File: src/rtl/hex_disp_pkg.sv
// hex_disp_pkg
//   Shared constants for the hex display scheduler:
//     - active-low seven-segment patterns for 0..F (bit0 = a ... bit6 = g)
//     - SEG_BLANK, the all-segments-off pattern
//     - scheduler state encoding (IDLE / SCAN / COMMIT)
//     - digit geometry (nibble width, number of board digits)
package hex_disp_pkg;

  localparam int DIGIT_W        = 4;
  localparam int NUM_DIGITS_MAX = 6;

  localparam logic [6:0] SEG_BLANK = 7'h7F;

  localparam logic [6:0] SEG_0 = 7'h40;
  localparam logic [6:0] SEG_1 = 7'h79;
  localparam logic [6:0] SEG_2 = 7'h24;
  localparam logic [6:0] SEG_3 = 7'h30;
  localparam logic [6:0] SEG_4 = 7'h19;
  localparam logic [6:0] SEG_5 = 7'h12;
  localparam logic [6:0] SEG_6 = 7'h02;
  localparam logic [6:0] SEG_7 = 7'h78;
  localparam logic [6:0] SEG_8 = 7'h00;
  localparam logic [6:0] SEG_9 = 7'h10;
  localparam logic [6:0] SEG_A = 7'h08;
  localparam logic [6:0] SEG_B = 7'h03;
  localparam logic [6:0] SEG_C = 7'h46;
  localparam logic [6:0] SEG_D = 7'h21;
  localparam logic [6:0] SEG_E = 7'h06;
  localparam logic [6:0] SEG_F = 7'h0E;

  // Two-bit state encoding; the fourth code is unused and recovers to IDLE.
  localparam logic [1:0] ST_IDLE   = 2'd0;
  localparam logic [1:0] ST_SCAN   = 2'd1;
  localparam logic [1:0] ST_COMMIT = 2'd2;

endpackage

File: src/rtl/hex_seg_decoder.sv
// hex_seg_decoder
//   Purely combinational hex-to-seven-segment decoder. The scheduler
//   instantiates exactly one of these and time-shares it over all digits.
//   Ports:
//     nibble   in  4  hex digit to decode
//     segments out 7  active-low segments, bit0 = a ... bit6 = g
module hex_seg_decoder
  import hex_disp_pkg::*;
(
  input  logic [3:0] nibble,
  output logic [6:0] segments
);

  always_comb begin
    segments = SEG_BLANK;
    case (nibble)
      4'h0: segments = SEG_0;
      4'h1: segments = SEG_1;
      4'h2: segments = SEG_2;
      4'h3: segments = SEG_3;
      4'h4: segments = SEG_4;
      4'h5: segments = SEG_5;
      4'h6: segments = SEG_6;
      4'h7: segments = SEG_7;
      4'h8: segments = SEG_8;
      4'h9: segments = SEG_9;
      4'hA: segments = SEG_A;
      4'hB: segments = SEG_B;
      4'hC: segments = SEG_C;
      4'hD: segments = SEG_D;
      4'hE: segments = SEG_E;
      4'hF: segments = SEG_F;
      default: segments = SEG_BLANK;
    endcase
  end

endmodule

File: src/rtl/hex_display_scheduler.sv
// hex_display_scheduler
//   Accepts a 24-bit value over a valid/ready handshake, walks its six
//   nibbles (most significant first) through one shared segment decoder
//   into staging registers, then commits all six digits to the display
//   registers on a single edge so the display never shows a mix of old and
//   new digits. Leading zeros can optionally be blanked; digit 0 is always
//   shown. Accept-to-display latency is 7 clocks, minimum period 8 clocks.
//   Ports:
//     clock     in  1   system clock
//     resetn    in  1   synchronous active-low reset
//     value     in  24  hex value, nibble k drives HEXk
//     blank_en  in  1   1 = blank leading zero digits
//     load      in  1   request to display value (valid)
//     ready     out 1   high while idle, a load is accepted this cycle
//     done      out 1   one-cycle pulse after the new value is committed
//     HEX0..5   out 7   active-low segments, bit0 = a ... bit6 = g
module hex_display_scheduler
  import hex_disp_pkg::*;
#(
  parameter int NUM_DIGITS = NUM_DIGITS_MAX
)
(
  input  logic                          clock,
  input  logic                          resetn,
  input  logic [NUM_DIGITS*DIGIT_W-1:0] value,
  input  logic                          blank_en,
  input  logic                          load,
  output logic                          ready,
  output logic                          done,
  output logic [6:0]                    HEX0,
  output logic [6:0]                    HEX1,
  output logic [6:0]                    HEX2,
  output logic [6:0]                    HEX3,
  output logic [6:0]                    HEX4,
  output logic [6:0]                    HEX5
);

  localparam logic [2:0] LAST_IDX = 3'(NUM_DIGITS - 1);

  logic [1:0]                    state;
  logic [2:0]                    idx;
  logic                          nz_seen;
  logic [NUM_DIGITS*DIGIT_W-1:0] shadow_value;
  logic                          shadow_blank;
  logic [6:0]                    staging [NUM_DIGITS];

  logic [3:0]                    cur_nibble;
  logic [6:0]                    cur_segments;
  logic                          blank_digit;

  // ready comes straight off the state register so there is no
  // combinational path from load back to ready.
  assign ready = (state == ST_IDLE);

  // {idx, 2'b00} is idx * DIGIT_W for the 4-bit nibble width.
  assign cur_nibble = shadow_value[{idx, 2'b00} +: DIGIT_W];

  hex_seg_decoder u_decoder (
    .nibble   (cur_nibble),
    .segments (cur_segments)
  );

  // nz_seen still reflects only the digits above idx, so this blanks a
  // zero only while everything to its left was zero as well.
  assign blank_digit = shadow_blank & ~nz_seen & (cur_nibble == 4'h0) & (idx != 3'd0);

  // Control: handshake capture, scan index walk and the done pulse.
  always_ff @(posedge clock) begin
    if (!resetn) begin
      state        <= ST_IDLE;
      idx          <= '0;
      nz_seen      <= 1'b0;
      shadow_value <= '0;
      shadow_blank <= 1'b0;
      done         <= 1'b0;
    end else begin
      done <= 1'b0;
      case (state)
        ST_IDLE: begin
          if (load) begin
            shadow_value <= value;
            shadow_blank <= blank_en;
            idx          <= LAST_IDX;
            nz_seen      <= 1'b0;
            state        <= ST_SCAN;
          end
        end
        ST_SCAN: begin
          if (cur_nibble != 4'h0) begin
            nz_seen <= 1'b1;
          end
          if (idx == 3'd0) begin
            state <= ST_COMMIT;
          end else begin
            idx <= idx - 3'd1;
          end
        end
        ST_COMMIT: begin
          done  <= 1'b1;
          state <= ST_IDLE;
        end
        default: state <= ST_IDLE;
      endcase
    end
  end

  // Datapath: staging fills one digit per scan edge; the display registers
  // only change on the commit edge, all six together.
  always_ff @(posedge clock) begin
    if (!resetn) begin
      for (int i = 0; i < NUM_DIGITS; i++) begin
        staging[i] <= SEG_BLANK;
      end
      HEX0 <= SEG_BLANK;
      HEX1 <= SEG_BLANK;
      HEX2 <= SEG_BLANK;
      HEX3 <= SEG_BLANK;
      HEX4 <= SEG_BLANK;
      HEX5 <= SEG_BLANK;
    end else begin
      if (state == ST_SCAN) begin
        staging[idx] <= blank_digit ? SEG_BLANK : cur_segments;
      end
      if (state == ST_COMMIT) begin
        HEX0 <= staging[0];
        HEX1 <= staging[1];
        HEX2 <= staging[2];
        HEX3 <= staging[3];
        HEX4 <= staging[4];
        HEX5 <= staging[5];
      end
    end
  end

endmodule

File: config.mk
export PLATFORM = sky130hd
export DESIGN_NAME = hex_display_scheduler
export DESIGN_NICKNAME = d
export VERILOG_FILES = /design/src/rtl/hex_disp_pkg.sv /design/src/rtl/hex_seg_decoder.sv /design/src/rtl/hex_display_scheduler.sv
export SDC_FILE = /design/constraint.sdc
export NUM_CORES = 1
export LEC_CHECK = 0
export BUFFER_PORTS_ARGS = -buffer_cell sky130_fd_sc_hd__buf_2
export CAP_MARGIN = 20
export CORE_MARGIN = 1.5
export CORE_UTILIZATION = 46
export CTS_CLUSTER_DIAMETER = 150
export DETAILED_ROUTE_END_ITERATION = 6
export PLACE_DENSITY = 0.68
export SLEW_MARGIN = 20
export SYNTH_ARGS = -nofsm -noshare
export SYNTH_HDL_FRONTEND = slang
export SYNTH_SLANG_ARGS = --single-unit
File: constraint.sdc
create_clock -name clock -period 3.9 [get_ports clock]
set_input_delay 0.195 -clock clock [delete_from_list [all_inputs] [get_ports clock]]
set_output_delay 0.195 -clock clock [all_outputs]
set_load 0.05 [all_outputs]
==> impl_metrics.yaml <==
status:
  status: "completed"
synth:
  synth_area_leader_cell: "dfxtp_1"
  synthFlopType: "dfxtp_1"
  ys_ff_latch: 116
  synthTopCellsByArea: "dfxtp_1 (29%), edfxtp_1 (25%), nand2_1 (12%)"
  ys_types: 55
  synthArstFlopShare_pct: 0
  syn_inst: 535
  synth_fp_nets: 571
  avgSynthCellArea_um2: 9.451
  yosys_warnings: 0
  ys_seq_area_share_pct: 54.24
  mappedNetlistArea_mm2: 0.005056
  synth-edff-count: 42
  yosysTopAreaCellShare_pct: 29.30
drt:
  num_vias: 4081
  drt-initial-drc-count: 201
  drc_errors: 0
  vias_per_cell: 5.252
  final_antenna_net_count: 0
  first_pass_iters: 4
  wl_per_cell_um: 15.30
  routed_wirelength_um: 11890
sta:
  slew_viol_final: 0
  fin_ws_ps: 557.8
  max_slew_margin_pct: 46.67
  finalHoldViolCount: 0
  rsz0062_at_grt: "false"
  skew_ps: 7.093
  fin_hold_ws_ps: 227.1
  post-route-min-period_ps: 3342
  timing.setup.tns_ps: 0
  tightestPinTransition_ps: 798.8
  fin_crit_sh_pct: 85.70
  clock.fmax_mhz: 299.2
  setup_viol: 0
layout:
  final_common_cell: "nand2_1"
  area_growth_pct: 24.82
  mostFrequentLayoutCells: "nand2_1 (160), nand3_1 (78), dfxtp_1 (74)"
  drive_gt1_share_pct: 19.62
  antenna_cells: 0
  fin_nets: 660
clock_network:
  clock-sinks: 116
  cts_buffer_depth: 2
  cts_tree: "yes"
  hold_buffers: 26
  post-cts-setup-buffers: 0
  htreeDepth: 4
  cts_resized: 0
  clock_latency_ps: 520
  numCtsBuffers: 17
  root_buffer: "clkbuf_8"
  clkSlewWorstSetupHoldPaths_ps: 50
pwr:
  ir_drop_v: 0.0002588
  power_density_mw_per_mm2: 527.6
  leakage_nw: 2.453
setup_path:
  crit_chain: "mux2i_1, o22ai_1, a21oi_1, ha_1, nor2_1, a221oi_1, o221ai_1, a32o_1, nand2_1"
  cp.required_ps: 4280
  path_class: "reg2reg"
  critical_path.max_stage_delay_ps: 830
  path_buf_inv: 0
  slowest_stage: "dfxtp_1"
  worst_ep_arrival_time_ps: 3720
  cp-start-kind: "flop"
  critPathTopFamily: "compound AO/OA/AOI/OAI gates"
  crit_fanout: 18
  cp-end-kind: "flop"
min_path:
  hp-class: "in2reg"
global_routing:
  grt_pass1_wl_um: 19690
  antenna_found_initial: 0
  grt-ovfl-total: 0
  grt_usage_pct: 22.46
  grt_pass1_vias: 4045
  grt_max_degree: 75
placed_design:
  dp.final_hpwl_um: 8170
  gp_congestion: 0.9250
  port_buffers: 71
  place_ws_ps: 640.7
flow_run:
  drv_cap: 0
die:
  start_util_pct: 46.85
  placementRows: 38
  die-area_mm2: 0.01163
  io_pins: 72
  core-area_mm2: 0.01079
  die_height_um: 107.8
  die_x_um: 107.8
==> cell usage after synthesis, types with 2 or more instances <==
master / instances
buf_2: 2
o31a_1: 2
buf_6: 3
mux2i_1: 8
or2_2: 2
mux4_2: 3
o21ai_0: 3
and2_1: 4
and3_1: 5
nand3_1: 78
nor2_1: 14
a21boi_0: 26
nand4_1: 3
o22ai_1: 4
nor2b_1: 4
ha_1: 8
a22o_1: 2
o211ai_1: 2
a21o_1: 2
nor2_2: 5
dfxtp_1: 74
inv_1: 10
a21oi_1: 5
nand2b_1: 7
o22a_1: 2
clkbuf_1: 28
edfxtp_1: 42
nand2_1: 160
==> final timing paths <==
path / endpoint / cells past startpoint / start / slack [ps]
hold / removal: idx[2] / 5 / load / 230
hold reg to reg: HEX4[6] / 2 / staging[4][6] / 450
setup / recovery: staging[5][4] / 9 / idx[1] / 560
setup reg to reg: staging[5][4] / 9 / idx[1] / 560
==> state kept, by name (all words and copies together) (netlist names), 2 cells and up <==
name,cells
state,2
staging,42
HEX1,7
HEX5,7
shadow_value,24
HEX4,7
HEX0,7
idx,3
HEX3,7
HEX2,7
==> stage by stage <==
step	utilization [%]	std cells	power, mW	cell area (um2)
after floorplan	-	535	1.743	5056
after global placement	50.82	719	1.869	5485
after detailed placement	50.82	719	1.870	5485
after CTS	58.47	777	3.348	6311
after global routing	58.47	777	3.465	6311
final	58.47	777	3.330	6311
==> metal layers <==
metal | up-vias | global-route usage [%] | wire length, um
met2 | 101 | 38.81 | 5967
li1 | 2031 | - | -
met5 | - | 0 | 0
met4 | 0 | 8.835 | 270
met3 | 23 | 6.053 | 503
met1 | 1926 | 26.49 | 5145
==> kinds of logic after synthesis <==
logic type	synth area share (%)
AND/OR/NAND/NOR	25.22
flip-flops	54.24
AO/OA/AOI/OAI	11.43
buffers and inverters	3.687
multiplexers	3.440
adder cells (fa/ha/maj)	1.980
==> power by group <==
group	switching [mW]	total (mW)	internal [mW]
Clock	0.529	1.46	0.933
Combinational	0.349	0.520	0.171
Sequential	0.0407	1.35	1.31
Total	0.918	3.33	2.41
==> area by class of cell <==
class,count,area (um2)
well taps,140,175.2
multi-input cells,376,2130
flip-flops and latches,116,2743
fillers,929,4482
clock inverters,7,70.07
repair buffers,103,660.6
clock buffers,25,495.5
inverters,10,37.54
==> worst register-to-register path: stages (launching register included) <==
cell	delay [ps]
dfxtp_1	830
mux2i_1	320
o22ai_1	140
a21oi_1	370
ha_1	430
nor2_1	80
a221oi_1	330
o221ai_1	190
a32o_1	370
nand2_1	150
(Power assumes the default switching activity.)
